--- src/rtl/sudoku_stim_checker_pkg.sv ---
// Purpose: shared types and index helpers for the sudoku solver stimulus/checker.
// Latency: n/a (declarations and pure functions only).
// Backpressure: n/a.
package sudoku_stim_checker_pkg;

  localparam int CELLS = 81;
  localparam int N     = 9;

  typedef enum logic [2:0] {
    ST_IDLE,
    ST_SEND,
    ST_WAIT,
    ST_RECV,
    ST_REPORT
  } state_t;

  // Raster index 0..80 to row 0..8.
  function automatic logic [3:0] idx_row(input logic [6:0] idx);
    return 4'(idx / 7'd9);
  endfunction

  // Raster index 0..80 to column 0..8.
  function automatic logic [3:0] idx_col(input logic [6:0] idx);
    return 4'(idx % 7'd9);
  endfunction

  // Raster index 0..80 to 3x3 box 0..8, boxes numbered in raster order.
  function automatic logic [3:0] idx_box(input logic [6:0] idx);
    return 4'((idx / 7'd27) * 7'd3 + (idx % 7'd9) / 7'd3);
  endfunction

endpackage

--- src/rtl/sudoku_stim_checker_rcb.sv ---
// Purpose: row/column/box digit-seen masks; flags a digit already seen in the cell's row, col or box.
// Latency: dup is combinational from the current masks; an update is visible from the next clock.
// Backpressure: none; one (idx, val) update per cycle when upd is high.
// Ports: clk, rst (sync, active-high), clr (sync clear of all masks), upd (record val at idx),
//        idx (raster cell 0..80), val (returned digit), dup (val already present in row/col/box).
module sudoku_rcb_tracker
  import sudoku_stim_checker_pkg::*;
(
  input  logic       clk,
  input  logic       rst,
  input  logic       clr,
  input  logic       upd,
  input  logic [6:0] idx,
  input  logic [3:0] val,
  output logic       dup
);

  logic [N-1:0] row_m [N];
  logic [N-1:0] col_m [N];
  logic [N-1:0] box_m [N];

  logic [3:0]   r;
  logic [3:0]   c;
  logic [3:0]   b;
  logic         val_ok;
  logic [N-1:0] bit_oh;

  assign r      = idx_row(idx);
  assign c      = idx_col(idx);
  assign b      = idx_box(idx);
  assign val_ok = (val != 4'd0) && (val <= 4'd9);

  // One-hot digit position; all-zero for out-of-range values so they never mark or match.
  always_comb begin
    bit_oh = '0;
    if (val_ok) bit_oh[val - 4'd1] = 1'b1;
  end

  assign dup = |((row_m[r] | col_m[c] | box_m[b]) & bit_oh);

  always_ff @(posedge clk) begin
    if (rst || clr) begin
      for (int i = 0; i < N; i++) begin
        row_m[i] <= '0;
        col_m[i] <= '0;
        box_m[i] <= '0;
      end
    end else if (upd) begin
      row_m[r] <= row_m[r] | bit_oh;
      col_m[c] <= col_m[c] | bit_oh;
      box_m[b] <= box_m[b] | bit_oh;
    end
  end

endmodule

--- config.mk ---
export PLATFORM = sky130hd
export DESIGN_NAME = sudoku_rcb_tracker
export DESIGN_NICKNAME = d
export VERILOG_FILES = /design/src/rtl/sudoku_stim_checker_pkg.sv /design/src/rtl/sudoku_stim_checker_rcb.sv
export SDC_FILE = /design/constraint.sdc
export NUM_CORES = 1
export LEC_CHECK = 0
export ABC_AREA = 1
export CAP_MARGIN = 20
export CORE_MARGIN = 1
export CORE_UTILIZATION = 55
export CTS_BUF_LIST = sky130_fd_sc_hd__clkbuf_4 sky130_fd_sc_hd__clkbuf_8
export CTS_CLUSTER_SIZE = 20
export DETAILED_ROUTE_END_ITERATION = 8
export PLACE_DENSITY_LB_ADDON = 0.12
export SETUP_SLACK_MARGIN = 0.02
export SLEW_MARGIN = 20
export SYNTH_ARGS = -nofsm -noshare
export SYNTH_HDL_FRONTEND = slang
export SYNTH_SLANG_ARGS = --single-unit
export TNS_END_PERCENT = 20
--- constraint.sdc ---
create_clock -name clk -period 23.4 [get_ports clk]
set_clock_uncertainty 0.15 [all_clocks]
set_input_delay 5.85 -clock clk [delete_from_list [all_inputs] [get_ports clk]]
set_output_delay 5.85 -clock clk [all_outputs]
set_load 0.02 [all_outputs]
* Word level (Yosys, flattened, before mapping)
Memories as Yosys holds them, arrays and structs flattened.
Index checks and enable logic that the tools add are counted.
** Word-level totals
- Register bits after elaboration :: 0
- Bits in writable memories :: 243
- Bits of input ports :: 15
- Output and inout port bits :: 1
- Logic and storage cells :: 44
- Memories :: 3
** Operators by class
- $add $sub $neg :: 2
- Multipliers :: 1
- Div/mod/pow operators :: 4
- Magnitude comparators :: 3
- Muxes and demuxes :: 17
- Bitwise gates (word level) :: 6
- Reduce and logical (&&, ||, !) cells :: 8
** Memories
- box_m :: depth 9, bits a word 9, rd ports 1, clocked after Yosys merged registers in 0, wr ports 9, line sudoku_stim_checker_rcb.sv:20 : logic [N-1:0] box_m [N];
- col_m :: depth 9, bits a word 9, rd ports 1, clocked after Yosys merged registers in 0, wr ports 9, line sudoku_stim_checker_rcb.sv:19 : logic [N-1:0] col_m [N];
- row_m :: depth 9, bits a word 9, rd ports 1, clocked after Yosys merged registers in 0, wr ports 9, line sudoku_stim_checker_rcb.sv:18 : logic [N-1:0] row_m [N];
** Operator list (number)
- 9-bit bitwise OR :: 5
- 9-bit two-way mux :: 4
- 9-bit OR reduction :: 4
- 4-bit two-way mux :: 3
- 9-bit AND :: 1
- 1-bit two-way mux :: 9
- 7-bit by 2-bit divider with 7-bit output, second input constant :: 1
- 7-bit by 4-bit divider with 7-bit output, second input constant :: 1
- 7-bit by 5-bit divider with 7-bit output, second input constant :: 1
- 7-bit by 4-bit remainder unit with 7-bit output, second input constant :: 1
- 7-bit by 2-bit multiplier with 4-bit output, second input constant :: 1
- 4-bit by 5-bit less-than comparator with 1-bit output, second input constant :: 1
- 4-bit adder :: 1
- 1-bit demux with 4-bit select :: 1
- 4-bit by 1-bit >= comparator with 1-bit output, second input constant :: 1
- 4-bit less-or-equal comparator, second input constant :: 1
- 4-bit nonzero test :: 1
- 4-bit by 1-bit subtractor with 4-bit output, second input constant :: 1
- 1-bit logical AND :: 2
- 1-bit logical OR :: 1

* Depth between registers and ports, before layout
- Depth in word-level cells :: 8
- Depth in mapped cells :: 54

* Worst setup path after synthesis
OpenSTA, ideal clock, no wires.
- Path kind :: input to output
- Start point :: in idx[4]
- End point :: out dup
- Arrival :: 11.535 ns
- Data required time :: 17.400 ns
- Setup slack :: 5.865 ns
- Stages on the path :: 50
- Path buffers :: 3
- Cell sequence :: inv_1 > nand2_1 > nand2_1 > nand4_2 > nand2_4 > nand2_4 > nand2_2 > nand2_1 > inv_1 > ha_1 > xnor3_1 > nand2_1 > nand2_1 > inv_2 > nand2_4 > nand3_4 > buf_6 > nand2_1 > (+14 left out) > nand2_1 > nand3_1 > ha_1 > ha_1 > fa_1 > xor2_1 > xor2_1 > or2_1 > buf_4 > nand2_4 > buf_8 > nand2_1 > nand2_1 > nand3_1 > nand2_1 > nand2_1 > nor2_1 > nand3_1
** Between the ends
- Word-level cells in the longest chain between the ends :: 7
- Elaborated cells between the ends (all ways) :: 13
** RTL lines
- from (decl) :: line sudoku_stim_checker_rcb.sv:13 : input logic [6:0] idx,
- 7-bit by 4-bit remainder unit with 7-bit output / 7-bit by 5-bit divider with 7-bit output (equally long branches) :: line sudoku_stim_checker_pkg.sv:24, sudoku_stim_checker_pkg.sv:29
- 7-bit by 2-bit divider with 7-bit output / 7-bit by 2-bit multiplier with 4-bit output (equally long branches) :: line sudoku_stim_checker_pkg.sv:29 : return 4'((idx / 7'd27) * 7'd3 + (idx % 7'd9) / 7'd3);
- 4-bit adder :: line sudoku_stim_checker_pkg.sv:29
- memory read 9 x 9 bit
- 9-bit bitwise OR (*) :: line sudoku_stim_checker_rcb.sv:39 : assign dup = |((row_m[r] | col_m[c] | box_m[b]) & bit_oh);
- 9-bit AND (*) :: line sudoku_stim_checker_rcb.sv:39
- 9-bit OR reduction (*) :: line sudoku_stim_checker_rcb.sv:39
- to (decl) :: line sudoku_stim_checker_rcb.sv:15 : output logic dup
Mark *: on every way between the ends. The rest lies on a longest branch, timed or not.

* Worst setup path after layout
- Start point :: in idx[6]
- End point :: out dup
Same word-level chain as after synthesis.

==> run metrics <==
clock buffer depth=3; syn_area_per_cell=10.4 sq um; CTS tree=built; highest-delay cell along the critical path=fa_1; worst setup path startpoint=idx[6]; vias in the first global route=13605; buffers added on ports=15; worst r2r dst=row_m[8][8]$_SDFFCE_PN0P_; first-pass GRT wire length=76.4 mm; reg-to-reg startpoint=row_m[0][8]$_SDFFCE_PN0P_; worst setup path category=in -> out; Inserted Diodes=0; Worst Setup Start Kind=input pin; Clock Pin Slew Worst Setup and Hold Paths=0.06 ns; Yosys top cell area share=66.9%; Post-Route WL=49.2 mm; reg2reg path depth=8; H-tree depth=3; Initial Util=56.0%; Worst EP arrival=14.30 ns; number of synthesized flops with an enable pin=432; Synth warnings=0; largest net degree at the start of global routing=52; #FFs+latches synth=432; Worst-Skew Late Latency=0.62 ns; ys flop type=edfxtp_1; Synth async-reset ratio=0%; Critical Path End=dup; Routed Antenna Nets=0; fmax=49.3 MHz; Hold WC Path Type=reg -> reg; final setup TNS=0 ns; Placer Congestion=0.926; status=completed; syn nets=1892; Most Frequent Cell on Critical Path=nand2_1; most area-hungry cell type in the Yosys netlist=edfxtp_1; Synth top cells by count=nand2_1, edfxtp_1, nor2_1; Pre-Repair DR Iteration Count=6; maxcap violations=0; Critical Path Sink Type=output pin; sequential area share after synthesis=66.9%; R2R Setup Slk=20.95 ns; P&R area growth vs syn=9.70%; CP Max Fanout=38; Ports=16; DRT iter0 DRCs=1514; Die ar.=36000 sq um; CP Data Required Time=17.40 ns; Hold Buf Count CTS=0; endpoints failing setup=0; Synth cell types=38; DR vias=14002; final number of hold-violating endpoints=0; drt wl/cell=20.5 um; top-count cell post-synth=nand2_1; die width=190 um; Final Cycle Share=86.8%; relative slew slack=19.8%; TritonCTS Buffers=73; Slowest Stage Delay on Critical Path=1.04 ns; Global Route Usage Sum=28.2%; post-CTS sizing=0; Clock Sinks=432; setup repair bufs after CTS=0; ranking of synthesized cells by area=edfxtp_1, nand2_1, nor2_1, a22oi_1, o22ai_1; Tmin final=20.30 ns; Rows=68; Post-Synthesis Cells=1865; detailed-route DRC error count=0; Least-Margin Pin Slew=1.20 ns; Die Ht=190 um; nets=1933; initial antenna violation count=0; post-synthesis instance area=19400 sq um; core area=34600 sq um; layout cell share with drive strength beyond 1=9.60%; Via density=5.83; CTS root buffer=clkbuf_8; DP HPWL=32.3 mm; grt ovf=0; RSZ-0062 raised after global routing=no; fin. max-slew vios=0
-- critical path: cells and delay by family --
family | cells | cell delay [ns]
XOR/XNOR | 1 | 0.34
AND/OR/NAND/NOR | 30 | 2.97
AO/OA/AOI/OAI | 2 | 0.27
adder cells (fa/ha/maj) | 5 | 1.84
buffers and inverters | 11 | 3.02
-- registers in the layout (all words and copies together) (netlist names) --
register,count
row_m,144
col_m,144
box_m,144
-- area by class of cell --
cell class	count	area [sq um]
Fill cell	2863	13400
Tap cell	455	569
Clock inverter	20	141
Clock buffer	96	1200
Sequential cell	432	13000
Timing Repair Buffer	29	255
Inverter	111	417
Multi-Input combinational cell	1259	5720
-- cell families (layout without fill, tap and decap cells) --
| logic type | Yosys count | in the layout | share of synthesized area (%) |
|---|---|---|---|
| xor+xnor | 8 | 8 | 0.471 |
| buf+inv | 174 | 256 | 3.73 |
| compound gates | 196 | 196 | 6.50 |
| flops | 432 | 432 | 66.9 |
| simple gates | 1043 | 1043 | 21.5 |
| fa+ha+maj | 12 | 12 | 0.891 |
-- through the flow --
stage	area (sq um)	hold WS [ns]	std cells	setup WS (ns)	utilization (%)
floorplan	19400	0.663	1865	5.86	-
global placement	19900	0.820	2284	3.42	57.5
detailed placement	19900	0.852	2284	3.17	57.5
CTS	21300	0.867	2400	3.16	61.4
global route	21300	0.929	2402	2.40	61.4
finish	21300	0.866	2402	3.10	61.4
-- cells in the final DEF, fill, tap and decap left out, types with 3 or more instances in the layout --
cell type / n
clkinv_2: 4
nor3_1: 6
buf_4: 14
clkdlybuf4s50_1: 15
clkbuf_8: 76
inv_1: 72
nand4_1: 9
xor2_1: 4
nor2_1: 324
nand2_1: 603
nand2_2: 9
ha_1: 9
nor2_2: 9
nand3_1: 67
edfxtp_1: 432
a22oi_1: 71
clkinv_1: 17
inv_2: 34
nand2_4: 6
a21oi_1: 7
fa_1: 3
o21ai_0: 39
o22ai_1: 73
clkbuf_4: 20
-- worst min-delay path by stage --
| stage | depth (start not counted) | to | from | slack [ns] |
|---|---|---|---|---|
| floorplan | 6 | row_m[10][0]$_DFFE_PP_ | row_m[7][0]$_SDFFCE_PN0P_ | 0.66 |
| global placement | 6 | row_m[10][2]$_DFFE_PP_ | row_m[11][2]$_DFFE_PP_ | 0.82 |
| detailed placement | 6 | row_m[11][2]$_DFFE_PP_ | row_m[9][2]$_DFFE_PP_ | 0.85 |
| CTS | 6 | col_m[9][1]$_DFFE_PP_ | col_m[10][1]$_DFFE_PP_ | 0.87 |
| global route | 6 | row_m[12][2]$_DFFE_PP_ | row_m[9][2]$_DFFE_PP_ | 0.93 |
| finish | 6 | row_m[12][2]$_DFFE_PP_ | row_m[9][2]$_DFFE_PP_ | 0.87 |
-- layer usage --
metal  up-vias  global-route usage, %  routed length, um
li1       6464                      -                  -
met1      6766                   38.9              20500
met2       663                   44.6              23200
met3       109                   4.67               3920
met4         0                   11.9               1530
met5         -                      0                  0
Power is not shown: default switching activity piles up to over one toggle a cycle in this logic, so the estimate is an artifact.
